File: config.mk
export PLATFORM = sky130hd
export DESIGN_NAME = audio_mixer
export DESIGN_NICKNAME = d
export VERILOG_FILES = /design/src/rtl/audio_mixer.sv
export SDC_FILE = /design/constraint.sdc
export NUM_CORES = 1
export LEC_CHECK = 0
export CAP_MARGIN = 20
export CORE_MARGIN = 2
export CORE_UTILIZATION = 52
export DETAILED_ROUTE_END_ITERATION = 8
export GPL_TIMING_DRIVEN = 0
export MAX_ROUTING_LAYER = met4
export PLACE_DENSITY = 0.75
export SYNTH_ARGS = -nofsm -noshare
export SYNTH_HDL_FRONTEND = slang
export SYNTH_SLANG_ARGS = --single-unit
File: constraint.sdc
create_clock -name clk -period 6.5 [get_ports clk]
set_input_delay 0.975 -clock clk [delete_from_list [all_inputs] [get_ports clk]]
set_output_delay 0.975 -clock clk [all_outputs]
set_load 0.01 [all_outputs]
File: src/rtl/audio_mixer.sv
// audio_mixer
//   Time-multiplexed mixer for NUM_CH pulse-level audio channels, each with its
//   own volume. One sample is mixed per sample_stb. A sequential pass adds
//   +/-vol*GAIN for each channel into a non-overflowing accumulator. The sum is
//   then saturated to a signed OUT_W result.
//
//   Optional feature macro: AUDIO_MIXER_DCBLOCK_EN
//     When defined, the saturated mix goes through a first-order DC-blocking
//     filter in an extra FILT cycle. The filter is
//       y = x - x_prev + y_prev - (y_prev >>> 8)
//     When undefined, no filter state exists and the raw mix is output.
//
// Ports
//   clk        in   mixer clock (sysclk domain)
//   RES_n      in   asynchronous active-low reset
//   sample_stb in   one-cycle request to mix one sample
//   ch_level   in   per-channel pulse level (1 = positive half)
//   ch_vol     in   packed volumes; channel i at [i*VOL_W +: VOL_W]
//   ovr_clr    in   clears the sticky overrun flag
//   audio_out  out  signed mixed sample, held between updates
//   out_valid  out  one-cycle pulse when audio_out updates
//   busy       out  high while a mix pass is in progress
//   overrun    out  sticky: a strobe was dropped while busy
//   dbg_state  out  current FSM state encoding (IDLE=0, ACC=1, OUT=2, FILT=3)
//
// Handshake: sample_stb has no ready. It is accepted only in IDLE (busy=0).
// A strobe seen while busy=1 is dropped and sets overrun. out_valid is a pulse
// with no back-pressure.
module audio_mixer #(
  parameter int NUM_CH = 4,
  parameter int VOL_W  = 4,
  parameter int GAIN   = 1023,
  parameter int OUT_W  = 16
) (
  input  logic                    clk,
  input  logic                    RES_n,
  input  logic                    sample_stb,
  input  logic [NUM_CH-1:0]       ch_level,
  input  logic [NUM_CH*VOL_W-1:0] ch_vol,
  input  logic                    ovr_clr,
  output logic [OUT_W-1:0]        audio_out,
  output logic                    out_valid,
  output logic                    busy,
  output logic                    overrun,
  output logic [1:0]              dbg_state
);

  localparam int GAIN_W  = $clog2(GAIN + 1);
  localparam int MAG_W   = VOL_W + GAIN_W;
  localparam int CON_W   = MAG_W + 1;
  localparam int CH_LOG  = (NUM_CH > 1) ? $clog2(NUM_CH) : 0;
  localparam int ACC_W   = CON_W + CH_LOG;
  localparam int IDX_W   = (NUM_CH > 1) ? $clog2(NUM_CH) : 1;
  localparam int YW      = OUT_W + 2;
  // Wide enough to hold any intermediate without wrapping before clamping.
  localparam int WW      = ACC_W + OUT_W + 4;

  typedef enum logic [1:0] {
    IDLE = 2'd0,
    ACC  = 2'd1,
    OUT  = 2'd2,
    FILT = 2'd3
  } state_t;

  state_t                    state_q, state_d;
  logic [IDX_W-1:0]          idx_q, idx_d;
  logic signed [ACC_W-1:0]   acc_q, acc_d;
  logic [NUM_CH-1:0]         snap_lvl_q, snap_lvl_d;
  logic [NUM_CH*VOL_W-1:0]   snap_vol_q, snap_vol_d;
  logic [OUT_W-1:0]          audio_out_q, audio_out_d;
  logic                      out_valid_q, out_valid_d;
  logic                      overrun_q, overrun_d;

  // Clamp v to the signed range of a 'bits'-wide value, result kept at WW bits.
  function automatic logic signed [WW-1:0] clamp(input logic signed [WW-1:0] v,
                                                 input int bits);
    logic signed [WW-1:0] maxv;
    logic signed [WW-1:0] minv;
    maxv = (WW'(1) <<< (bits - 1)) - WW'(1);
    minv = -maxv - WW'(1);
    if (v > maxv)      clamp = maxv;
    else if (v < minv) clamp = minv;
    else               clamp = v;
  endfunction

  // Contribution of the channel selected by idx.
  logic [VOL_W-1:0]          cur_vol;
  logic [MAG_W-1:0]          cur_mag;
  logic signed [CON_W-1:0]   cur_pos;
  logic signed [CON_W-1:0]   contrib;

  always_comb begin
    cur_vol = snap_vol_q[int'(idx_q) * VOL_W +: VOL_W];
    cur_mag = MAG_W'(cur_vol) * MAG_W'(GAIN);
    cur_pos = signed'({1'b0, cur_mag});
    contrib = snap_lvl_q[idx_q] ? cur_pos : -cur_pos;
  end

  logic signed [WW-1:0] mix_wide;
  logic [OUT_W-1:0]     mix_sat;

  always_comb begin
    mix_wide = clamp(WW'(acc_q), OUT_W);
    mix_sat  = OUT_W'(mix_wide);
  end

`ifdef AUDIO_MIXER_DCBLOCK_EN
  logic signed [OUT_W-1:0] mix_q, mix_d;
  logic signed [OUT_W-1:0] x_prev_q, x_prev_d;
  logic signed [YW-1:0]    y_prev_q, y_prev_d;
  logic signed [WW-1:0]    y_full;
  logic signed [WW-1:0]    y_int_w;
  logic signed [WW-1:0]    y_out_w;

  always_comb begin
    y_full  = WW'(mix_q) - WW'(x_prev_q) + WW'(y_prev_q) - WW'(y_prev_q >>> 8);
    y_int_w = clamp(y_full, YW);
    y_out_w = clamp(y_int_w, OUT_W);
  end
`endif

  // Next-state and datapath.
  always_comb begin
    state_d     = state_q;
    idx_d       = idx_q;
    acc_d       = acc_q;
    snap_lvl_d  = snap_lvl_q;
    snap_vol_d  = snap_vol_q;
    audio_out_d = audio_out_q;
    out_valid_d = 1'b0;
    overrun_d   = overrun_q;
`ifdef AUDIO_MIXER_DCBLOCK_EN
    mix_d       = mix_q;
    x_prev_d    = x_prev_q;
    y_prev_d    = y_prev_q;
`endif

    // Clear first so that a simultaneous drop wins.
    if (ovr_clr) overrun_d = 1'b0;
    if (sample_stb && (state_q != IDLE)) overrun_d = 1'b1;

    unique case (state_q)
      IDLE: begin
        if (sample_stb) begin
          snap_lvl_d = ch_level;
          snap_vol_d = ch_vol;
          acc_d      = '0;
          idx_d      = '0;
          state_d    = ACC;
        end
      end
      ACC: begin
        acc_d = acc_q + ACC_W'(contrib);
        idx_d = idx_q + IDX_W'(1);
        if (idx_q == IDX_W'(NUM_CH - 1)) state_d = OUT;
      end
      OUT: begin
`ifdef AUDIO_MIXER_DCBLOCK_EN
        mix_d   = signed'(mix_sat);
        state_d = FILT;
`else
        audio_out_d = mix_sat;
        out_valid_d = 1'b1;
        state_d     = IDLE;
`endif
      end
      FILT: begin
`ifdef AUDIO_MIXER_DCBLOCK_EN
        audio_out_d = OUT_W'(y_out_w);
        out_valid_d = 1'b1;
        x_prev_d    = mix_q;
        y_prev_d    = YW'(y_int_w);
`endif
        state_d     = IDLE;
      end
      default: state_d = IDLE;
    endcase
  end

  always_ff @(posedge clk or negedge RES_n) begin
    if (!RES_n) begin
      state_q     <= IDLE;
      idx_q       <= '0;
      acc_q       <= '0;
      snap_lvl_q  <= '0;
      snap_vol_q  <= '0;
      audio_out_q <= '0;
      out_valid_q <= 1'b0;
      overrun_q   <= 1'b0;
    end else begin
      state_q     <= state_d;
      idx_q       <= idx_d;
      acc_q       <= acc_d;
      snap_lvl_q  <= snap_lvl_d;
      snap_vol_q  <= snap_vol_d;
      audio_out_q <= audio_out_d;
      out_valid_q <= out_valid_d;
      overrun_q   <= overrun_d;
    end
  end

`ifdef AUDIO_MIXER_DCBLOCK_EN
  always_ff @(posedge clk or negedge RES_n) begin
    if (!RES_n) begin
      mix_q    <= '0;
      x_prev_q <= '0;
      y_prev_q <= '0;
    end else begin
      mix_q    <= mix_d;
      x_prev_q <= x_prev_d;
      y_prev_q <= y_prev_d;
    end
  end
`endif

  assign audio_out = audio_out_q;
  assign out_valid = out_valid_q;
  assign busy      = (state_q != IDLE);
  assign overrun   = overrun_q;
  assign dbg_state = state_q;

endmodule

Yosys cells after proc, flatten, opt, wreduce, memory -nomap -nowiden
Cells that the tools add are included.

storage, ports and cells
  input bits = 24
  word-level logic and storage cells = 46
  output and inout bits = 21
  flip-flop bits (word level) = 59

cells by class
  $mul = 1
  eq/ne operators = 6
  $add $sub $neg = 3
  shifts and indexed selects = 1
  reduce and logical (&&, ||, !) cells = 9
  multiplexer cells = 15
  magnitude comparators = 3

operators by type and width
  kind                                                   count
  case mux 17 bit (2 select lines)                       1
  2-to-1 mux 16 bit                                      2
  adder 17 x 15 -> 17 bit                                1
  > comparator 17 x 16 -> 1 bit (second input constant)  1
  < comparator 17 x 16 -> 1 bit (second input constant)  1
  2-to-1 mux 17 bit                                      1
  variable part select 16 x 5 -> 4 bit                   1
  2-to-1 mux 15 bit                                      1
  negation 14 -> 15 bit                                  1
  multiplier 4 x 10 -> 14 bit (second input constant)    1
  == test 2 bit (second input constant)                  3
  2-to-1 mux 2 bit                                       3
  case mux 2 bit (3 select lines)                        1
  AND reduction 2 bit                                    3
  nonzero test 2 bit                                     3
  2-to-1 mux 1 bit                                       4
  inequality test 2 bit (second input constant)          2
  case mux 2 bit (2 select lines)                        1
  < comparator 2 x 3 -> 1 bit (second input constant)    1
  adder 2 x 1 -> 2 bit (second input constant)           1
  binary-select mux 1 bit (select 2 bit)                 1
  == test 2 x 1 -> 1 bit (second input constant)         1
  logical NOT 2 bit                                      1
  OR reduction 2 bit                                     1
  logical AND 1 bit                                      1

Logic depth before layout (Yosys ltp)
Gate-level depths: netlist of run 1.

  depth in word-level cells = 6
  depth in mapped cells = 24

Worst setup path after synthesis of run 1
Ideal clock, no wire load.

  path kind = reg-to-reg
  from = register idx_q[0]
  to = register acc_q[14]
  slack = 0.314 ns
  library setup time = 0.133 ns
  path buffers = 1
  cell stages (with the launch flop) = 22
  required time = 6.367 ns
  arrival = 6.053 ns
  cells stage by stage = dfrtp_1 -> buf_2 -> mux4_2 -> fa_1 -> inv_1 -> fa_1 -> inv_1 -> fa_1 -> a21o_1 -> a21o_1 -> fa_1 -> nor4b_4 -> nor2_1 -> xnor2_1 -> ha_1 -> and4_2 -> a21boi_1 -> o41a_1 -> a21o_2 -> a21oi_1 -> xor2_1 -> o21ai_0

between the ends
  word-level cells in the longest chain between the ends = 6

RTL lines
  what                                  RTL line  source
  from (decl)                           66        logic [IDX_W-1:0] idx_q, idx_d;
  from (signal assigned)                192       idx_q <= idx_d;
  variable part select 16 x 5 -> 4 bit  93        cur_vol = snap_vol_q[int'(idx_q) * VOL_W +: VOL_W];
  multiplier 4 x 10 -> 14 bit           94        cur_mag = MAG_W'(cur_vol) * MAG_W'(GAIN);
  negation 14 -> 15 bit                 96        contrib = snap_lvl_q[idx_q] ? cur_pos : -cur_pos;
  2-to-1 mux 15 bit (*)                 96
  adder 17 x 15 -> 17 bit (*)           153       acc_d = acc_q + ACC_W'(contrib);
  case mux 17 bit (2 select lines) (*)  142       unique case (state_q)
  to (signal assigned)                  184       acc_q <= '0;
  to (signal assigned)                  193       acc_q <= acc_d;
  to (decl)                             67        logic signed [ACC_W-1:0] acc_q, acc_d;

Every way passes the cells marked *; elsewhere a longest branch is shown, timed or not. The select of a mux whose other input is x is not followed.
A chain may end at the register's enable or synchronous reset.

Final worst setup path of run 1
  from = register idx_q[0]
  to = register acc_q[16]

The elaborated chain is that of the path after synthesis.

==> flow_metrics.tcl, run 1 <==
set metrics [dict create \
    die_x_um 93.5 \
    nNetsFinal 556 \
    synth-edff-count 0 \
    period_share 0.948 \
    cp_top_family "adder cells" \
    cts-root-buf "clkbuf_8" \
    cp-end-kind "register" \
    final_common_cell "nand2_1" \
    crit_chain "buf_6 > mux4_2 > fa_2 > inv_1 > fa_1 > inv_1 > ha_1 > and3_4 > nor2_2 > inv_1 > fa_2 > and4b_1 > nor4b_4 > nor2_1 > xnor2_1 > ha_1 > and4_2 > a21boi_1 > o41a_1 > a221oi_2 > xnor2_2 > a21oi_1 > o22ai_1" \
    cp_slowest_cell "fa_2" \
    die_area_um2 8750 \
    synth.distinct_cells 60 \
    synth_top_area_cell "dfrtp_1" \
    worstSetupStartpointType "register" \
    synth_nets 488 \
    worstMarginPinSlew_ns 0.613 \
    cts_max_path_buffers 2 \
    max_cap_violations 0 \
    grt-ovfl-total 0 \
    wire_per_inst_um 13.9 \
    slowest_delay_ns 0.64 \
    route.detailed.drc 0 \
    start_util 0.537 \
    hold_viol_final 0 \
    gp_congestion 0.872 \
    vias 3204 \
    cpMostUsedCell "inv_1" \
    synth_area_per_cell_um2 9.86 \
    htreeDepth 3 \
    yosys-top-cells-area "dfrtp_1 35%, ha_1 9.6%, nand2_1 6.8%" \
    fin_skew_ns 0.0175 \
    fmax_mhz 162 \
    grt_first_pass_wirelength_um 14000 \
    insertion_delay_ns 0.34 \
    cts_tree "built" \
    setup_viol 0 \
    finalMaxSlewViolations 0 \
    final_cell_mix "75 x nand2_1, 59 x dfrtp_1, 43 x clkdlybuf4s50_1" \
    die_y_um 93.5 \
    synth-seq-cells 59 \
    ys_seq_area_frac 0.354 \
    slew_headroom 0.592 \
    antenna_found_initial 0 \
    min_path_type "register to register" \
    ant_nets 0 \
    wirelength_um 8300 \
    cp_max_fo 7 \
    drive_gt1_frac 0.146 \
    n_antenna_cell 0 \
    cp.arrival_ns 6.38 \
    synthArstFlopShare 1.00 \
    first_iter_violations 88 \
    synth_ff_type "dfrtp_1" \
    portBuffers 44 \
    clk_pin_slew_ns 0.07 \
    critical_path_required_ns 6.71 \
    fin_crit_ns 6.16 \
    crit_type "register to register" \
    syn_inst 423 \
    cts_made_buffers 9 \
    grtUsageTotal 0.208 \
    yosys_warnings 0 \
    grt_max_degree 35 \
    io_pins 45 \
    crit_buf_inv 4 \
    dp.final_hpwl_um 6510 \
    rows 32 \
    area_growth_pct 20.9 \
    viasPerCell 5.38 \
    cts_sinks 59 \
    fin_setup_tns_ns 0 \
    core_um2 7770 \
    grt_pass1_vias 3119 \
    yosys.area.top_type_share 0.354 \
    first_pass_iters 4 \
    outcome "completed" \
    syn_area_um2 4170 \
]
[final timing paths]
| path | from | to | slack, ns | depth (start not counted) |
|---|---|---|---|---|
| max | idx_q[0] | acc_q[16] | 0.34 | 23 |
| min | snap_lvl_q[3] | snap_lvl_q[3] | 0.47 | 2 |
| max reg2reg | idx_q[0] | acc_q[16] | 0.34 | 23 |
| min reg2reg | snap_lvl_q[3] | snap_lvl_q[3] | 0.47 | 2 |
| max in group asynchronous | RES_n | audio_out[14] | 5.26 | 2 |
| min in group asynchronous | RES_n | overrun | 0.64 | 1 |
[worst min-delay path, delay by kind of cell, from the launching register on]
kind | cells | cell delay, ns
AND/OR/NAND/NOR | 2 | 0.11
flip-flops | 1 | 0.34
[final cells by class]
type | count | area, µm²
sequential | 59 | 1480
timing repair buffer | 57 | 546
inverter | 22 | 82.6
clock inverter | 2 | 12.5
buffer | 16 | 85.1
tap | 102 | 128
fill | 631 | 2730
multi-input combinational | 326 | 2550
clock buffer | 12 | 155
[sequential cells by signal (all words and copies together), names as in the netlist]
signal      count
dbg_state       2
snap_vol_q     16
snap_lvl_q      4
out_valid       1
acc_q          17
audio_out      16
idx_q           2
overrun         1
[cell usage after synthesis, types with 2 or more instances]
master,number
a211oi_1,3
a21o_1,16
a21oi_1,13
a22o_1,2
and2_1,2
and3_1,2
clkbuf_1,12
dfrtp_1,59
fa_1,9
ha_1,32
inv_1,21
maj3_1,15
mux2_2,16
mux4_2,5
nand2_1,75
nand2b_1,5
nand3_1,17
nor2_1,17
nor2b_1,5
nor3_1,4
o21ai_0,24
xnor2_1,20
xor2_1,12
[cells by family after synthesis]
family / after synthesis / synth area share
flip-flops: 59 / 0.354
buffers and inverters: 38 / 0.0387
XOR/XNOR: 32 / 0.0672
adder cells (fa/ha/maj): 56 / 0.175
multiplexers: 21 / 0.0702
AO/OA/AOI/OAI: 79 / 0.138
AND/OR/NAND/NOR: 138 / 0.156
[stage by stage]
step | utilization | worst slack (ns) | instances | cell area, µm² | hold slack [ns]
finish | 0.649 | 0.337 | 596 | 5040 | 0.473
global route | 0.649 | -0.0184 | 596 | 5040 | 0.496
CTS | 0.637 | 0.0537 | 587 | 4950 | 0.474
detailed placement | 0.612 | -0.221 | 570 | 4750 | 0.458
global placement | 0.610 | -0.116 | 569 | 4740 | 0.454
floorplan | - | 0.314 | 423 | 4170 | 0.440
[metal layers]
layer / routed length, µm / track usage
met5: 0 / -
met2: 4050 / 0.355
met4: 131 / 0.0688
met3: 292 / 0.0346
met1: 3830 / 0.253
[what timing repair did]
action / CTS / global route
setup buffers: 3 / 9
gates resized for setup: 2 / 7
endpoints found under the setup margin: 2 / 4
pin swaps: 1 / 9
hold buffers: 0 / 0
Power of run 1 is not shown: default switching activity piles up to over one toggle a cycle in this logic, so the estimate is an artifact.
==> inputs of run 2 (changes only) <==
Settings changed: CORE_UTILIZATION 52 to 57, PLACE_DENSITY 0.75 to 0.78, SKIP_CTS_REPAIR_TIMING set to 1.
Clock period 6.5 ns to 6.1 ns, I/O delays scaled along.
==> run 2 against run 1 <==
  * The run now ends with setup timing left
  * Cell count rose by 1.0%
  * Worst hold slack better by 0.0039 ns
  * Register-to-register slack got worse by 0.35 ns
  * Worst setup slack worse by 0.35 ns
  * Critical path depth decreased by 2
  * Core utilization up 7.9 points
  * Clock skew fell by 0.0081 ns
  * Sequential share of layout area fell by 1.0 points
  * Sequential cell count did not move
  * Via count is 4.7% higher
  * Cell area rose by 3.7%
  * Fmax rose by 0.89%
  * Highest routed layer unchanged
==> flow_metrics.tcl, run 2 (synthesized netlist as in run 1, its figures left out) <==
set metrics [dict create \
    outcome "finished, violations left" \
    violations "setup timing" \
    hold_viol_final 0 \
    rows 31 \
    cts_max_path_buffers 2 \
    htreeDepth 3 \
    largest_register "acc_q" \
    final_cell_mix "75 x nand2_1, 59 x dfrtp_1, 43 x clkdlybuf4s50_1" \
    fmax_mhz 164 \
    worstMarginPinSlew_ns 0.655 \
    cp-end-kind "register" \
    first_iter_violations 103 \
    met3_usage 0.0480 \
    worstSetupStartpointType "register" \
    viasPerCell 5.57 \
    cts_made_buffers 9 \
    cpMostUsedCell "fa_2" \
    crit_buf_inv 3 \
    cp_max_fo 5 \
    grt_most_used_layer "met2" \
    largest_register_ffs 17 \
    wire_per_inst_um 14.9 \
    finalMaxSlewViolations 0 \
    grt_first_pass_wirelength_um 13800 \
    start_util 0.581 \
    gp_congestion 0.854 \
    grt_use_met1 0.272 \
    wirelength_um 8950 \
    cp.arrival_ns 6.32 \
    min_path_type "register to register" \
    nNetsFinal 563 \
    fin_setup_tns_ns -0.00825 \
    die_y_um 89.5 \
    setup_viol 1 \
    grt_pass1_vias 3076 \
    die_area_um2 8010 \
    portBuffers 44 \
    final_common_cell "nand2_1" \
    drive_gt1_frac 0.191 \
    cts_tree "built" \
    first_pass_iters 4 \
    rsz0062_at_grt "yes" \
    die_x_um 89.5 \
    cp_slowest_cell "fa_2" \
    vias 3355 \
    cp_top_family "adder cells" \
    grt-ovfl-total 0 \
    final_core_utilization 0.728 \
    core_um2 7180 \
    slowest_delay_ns 0.66 \
    period_share 1.00 \
    grtUsageTotal 0.234 \
    cts_sinks 59 \
    route.detailed.drc 0 \
    max_cap_violations 0 \
    io_pins 45 \
    crit_type "register to register" \
    fin_crit_ns 6.11 \
    fin_ws_ns -0.00825 \
    critical_path_required_ns 6.32 \
    n_antenna_cell 0 \
    grt_max_degree 31 \
    ant_nets 0 \
    clk_pin_slew_ns 0.07 \
    insertion_delay_ns 0.34 \
    cts-root-buf "clkbuf_8" \
    area_growth_pct 25.3 \
    fin_skew_ns 0.00942 \
    slew_headroom 0.564 \
    dp.final_hpwl_um 6520 \
    use_met2 0.402 \
    crit_chain "buf_6 > mux4_2 > fa_2 > fa_2 > ha_4 > and3_4 > nor2_1 > inv_1 > fa_2 > and4b_1 > nor4b_4 > nor2_1 > xnor2_1 > ha_1 > and4_4 > a21boi_4 > o41a_1 > a221oi_2 > xnor2_2 > buf_4 > o22ai_2" \
    antenna_found_initial 0 \
]
run 2: final cells by class:
| type | count | area [µm²] |
|---|---|---|
| plain buffers | 16 | 85.1 |
| clock buffers | 12 | 145 |
| clock inverters | 4 | 50.0 |
| fillers | 517 | 1950 |
| inverters | 22 | 82.6 |
| multi-input cells | 326 | 2660 |
| flip-flops and latches | 59 | 1480 |
| well taps | 99 | 124 |
| repair buffers | 64 | 598 |
run 2: final timing paths:
| path | startpoint | endpoint | slack (ns) | cells after the start |
|---|---|---|---|---|
| max reg2reg | idx_q[0] | acc_q[16] | -0.008 | 21 |
| min | snap_vol_q[14] | snap_vol_q[14] | 0.48 | 2 |
| min in group asynchronous | RES_n | overrun | 0.60 | 1 |
| max in group asynchronous | RES_n | snap_vol_q[6] | 4.91 | 2 |
| min reg2reg | snap_vol_q[14] | snap_vol_q[14] | 0.48 | 2 |
| max | idx_q[0] | acc_q[16] | -0.008 | 21 |
run 2: metrics by stage:
| step | hold WS (ns) | instances | worst slack (ns) | instance area, µm² |
|---|---|---|---|---|
| 2_1_floorplan | 0.440 | 423 | 0.00755 | 4170 |
| 3_3_place_gp | 0.454 | 566 | -0.399 | 4740 |
| 3_5_place_dp | 0.459 | 567 | -0.497 | 4750 |
| 4_1_cts | 0.477 | 583 | -0.643 | 4950 |
| 5_1_grt | 0.498 | 602 | -0.228 | 5220 |
| 6_report | 0.477 | 602 | -0.00825 | 5220 |
run 2: layer usage:
| layer | up-vias | part of all wire |
|---|---|---|
| li1 | 1622 | - |
| met1 | 1632 | 0.42 |
| met2 | 83 | 0.52 |
| met3 | 18 | 0.037 |
| met4 | 0 | 0.024 |
| met5 | - | 0 |
run 2: worst register-to-register path: stages (launching register included):
cell and delay, ns:
dfrtp_1 0.39, buf_6 0.15, mux4_2 0.56, fa_2 0.66, fa_2 0.50, ha_4 0.33, and3_4 0.20, nor2_1 0.04
inv_1 0.10, fa_2 0.48, and4b_1 0.29, nor4b_4 0.22, nor2_1 0.09, xnor2_1 0.15, ha_1 0.36, and4_4 0.20
a21boi_4 0.14, o41a_1 0.37, a221oi_2 0.31, xnor2_2 0.20, buf_4 0.17, o22ai_2 0.07
Power of run 2 is left out for the same reason.
==> inputs of run 3 (changes only) <==
Settings changed: CORE_UTILIZATION 57 to 40, PLACE_DENSITY 0.78 to 0.58.
==> run 3 against run 2 <==
  * The run now ends clean
  * Wire length decreased by 3.6%
  * Die area increased by 40%
  * Non-clock buffer count decreased by 1
  * Via count decreased by 3.6%
  * Global-route usage decreased by 6.7 points
  * Highest routed layer unchanged
==> flow_metrics.tcl, run 3 (synthesized netlist as in run 1, its figures left out) <==
set metrics [dict create \
    outcome "completed" \
    cts_max_path_buffers 2 \
    setup_viol 0 \
    dp_cells 604 \
    antenna_found_initial 0 \
    cp-end-kind "register" \
    crit_chain "buf_6 > mux4_2 > fa_2 > buf_6 > fa_2 > ha_4 > a21o_1 > nor2_4 > inv_2 > fa_1 > and4b_1 > nor4b_4 > nor2_1 > xnor2_1 > ha_1 > o21ai_0 > nor2_1 > o41a_1 > a221oi_2 > xnor2_2 > a21oi_1 > o22ai_1" \
    min_path_type "register to register" \
    die_area_um2 11300 \
    max_cap_violations 0 \
    crit_type "register to register" \
    cts_made_buffers 9 \
    wirelength_um 8630 \
    grt_max_degree 35 \
    wire_per_inst_um 13.5 \
    slew_headroom 0.595 \
    nNetsFinal 562 \
    die_y_um 106 \
    period_share 0.992 \
    slowest_delay_ns 0.64 \
    fill_cells 939 \
    grt_first_pass_wirelength_um 14600 \
    clk_pin_slew_ns 0.08 \
    cp.arrival_ns 6.31 \
    instances_no_fill 638 \
    fin_skew_ns 0.0155 \
    final_common_cell "nand2_1" \
    cts_sinks 59 \
    pre_cts_ws_ns -0.473 \
    rows 37 \
    fin_ws_ns 0.0467 \
    crit_buf_inv 3 \
    rsz0062_at_grt "yes" \
    cts_tree "built" \
    io_pins 45 \
    drive_gt1_frac 0.189 \
    viasPerCell 5.07 \
    cts-root-buf "clkbuf_8" \
    worstSetupStartpointType "register" \
    cp_slowest_cell "fa_2" \
    fmax_mhz 165 \
    final_cell_mix "75 x nand2_1, 59 x dfrtp_1, 43 x clkdlybuf4s50_1" \
    postPlaceCellArea_um2 4800 \
    route.detailed.drc 0 \
    grt-ovfl-total 0 \
    worstMarginPinSlew_ns 0.608 \
    finalMaxSlewViolations 0 \
    gp_congestion 0.895 \
    core_um2 10200 \
    largest_register "acc_q" \
    htreeDepth 3 \
    cp_top_family "adder cells" \
    post-route-cell-area_um2 5250 \
    vias 3234 \
    largest_register_ffs 17 \
    ant_nets 0 \
    cp_max_fo 7 \
    first_iter_violations 107 \
    fin_crit_ns 6.05 \
    critical_path_required_ns 6.35 \
    die_x_um 106 \
    insertion_delay_ns 0.34 \
    grtUsageTotal 0.167 \
    first_pass_iters 4 \
    n_antenna_cell 0 \
    grt_pass1_vias 3163 \
    fin_setup_tns_ns 0 \
    hold_viol_final 0 \
    dp.final_hpwl_um 6590 \
    portBuffers 44 \
    area_growth_pct 25.9 \
    start_util 0.407 \
]
==> run 3: changes by cell type in the layout (fill, tap and decap cells not counted), sizes merged <==
| cell | previous run | this run |
|---|---|---|
| clkbuf | 25 | 22 |
| inv | 21 | 22 |
| buf | 24 | 23 |
| clkinv | 2 | 4 |
==> run 3: layer usage <==
layer,global-route usage,wire length [µm],up-vias
met5,-,0,-
met4,0.0508,135,0
met3,0.0399,348,11
met2,0.275,4250,70
met1,0.206,3890,1532
li1,-,-,1621
==> run 3: worst reg2reg max path: stages (launching register included) <==
cell	delay [ns]
dfrtp_1	0.37
buf_6	0.15
mux4_2	0.56
fa_2	0.52
buf_6	0.15
fa_2	0.64
ha_4	0.24
a21o_1	0.20
nor2_4	0.09
inv_2	0.05
fa_1	0.47
and4b_1	0.28
nor4b_4	0.21
nor2_1	0.08
xnor2_1	0.15
ha_1	0.35
o21ai_0	0.17
nor2_1	0.10
o41a_1	0.48
a221oi_2	0.33
xnor2_2	0.18
a21oi_1	0.09
o22ai_1	0.13
==> run 3: final timing paths <==
check	start	to	slack [ns]	depth (start not counted)
setup reg to reg	idx_q[0]	acc_q[16]	0.05	22
min in group asynchronous	RES_n	snap_lvl_q[1]	0.57	1
setup / recovery	idx_q[0]	acc_q[16]	0.05	22
max in group asynchronous	RES_n	acc_q[10]	4.93	2
hold / removal	snap_vol_q[2]	snap_vol_q[2]	0.48	2
hold reg to reg	snap_vol_q[2]	snap_vol_q[2]	0.48	2
==> run 3: layout make-up <==
| cell class | instances | area [µm²] | share of cell area |
|---|---|---|---|
| buffer | 16 | 85.1 | 0.0162 |
| sequential | 59 | 1480 | 0.281 |
| timing repair buffer | 63 | 594 | 0.113 |
| clock inverter | 7 | 76.3 | 0.0145 |
| tap | 136 | 170 | 0.0324 |
| inverter | 22 | 82.6 | 0.0157 |
| clock buffer | 9 | 124 | 0.0236 |
| multi-input combinational | 326 | 2640 | 0.503 |
==> run 3: metrics by stage <==
| step | utilization | hold slack, ns |
|---|---|---|
| 2_1_floorplan | - | 0.440 |
| 3_3_place_gp | 0.468 | 0.455 |
| 3_5_place_dp | 0.469 | 0.461 |
| 4_1_cts | 0.489 | 0.481 |
| 5_1_grt | 0.513 | 0.503 |
| 6_report | 0.513 | 0.476 |
Power of run 3 is left out for the same reason.
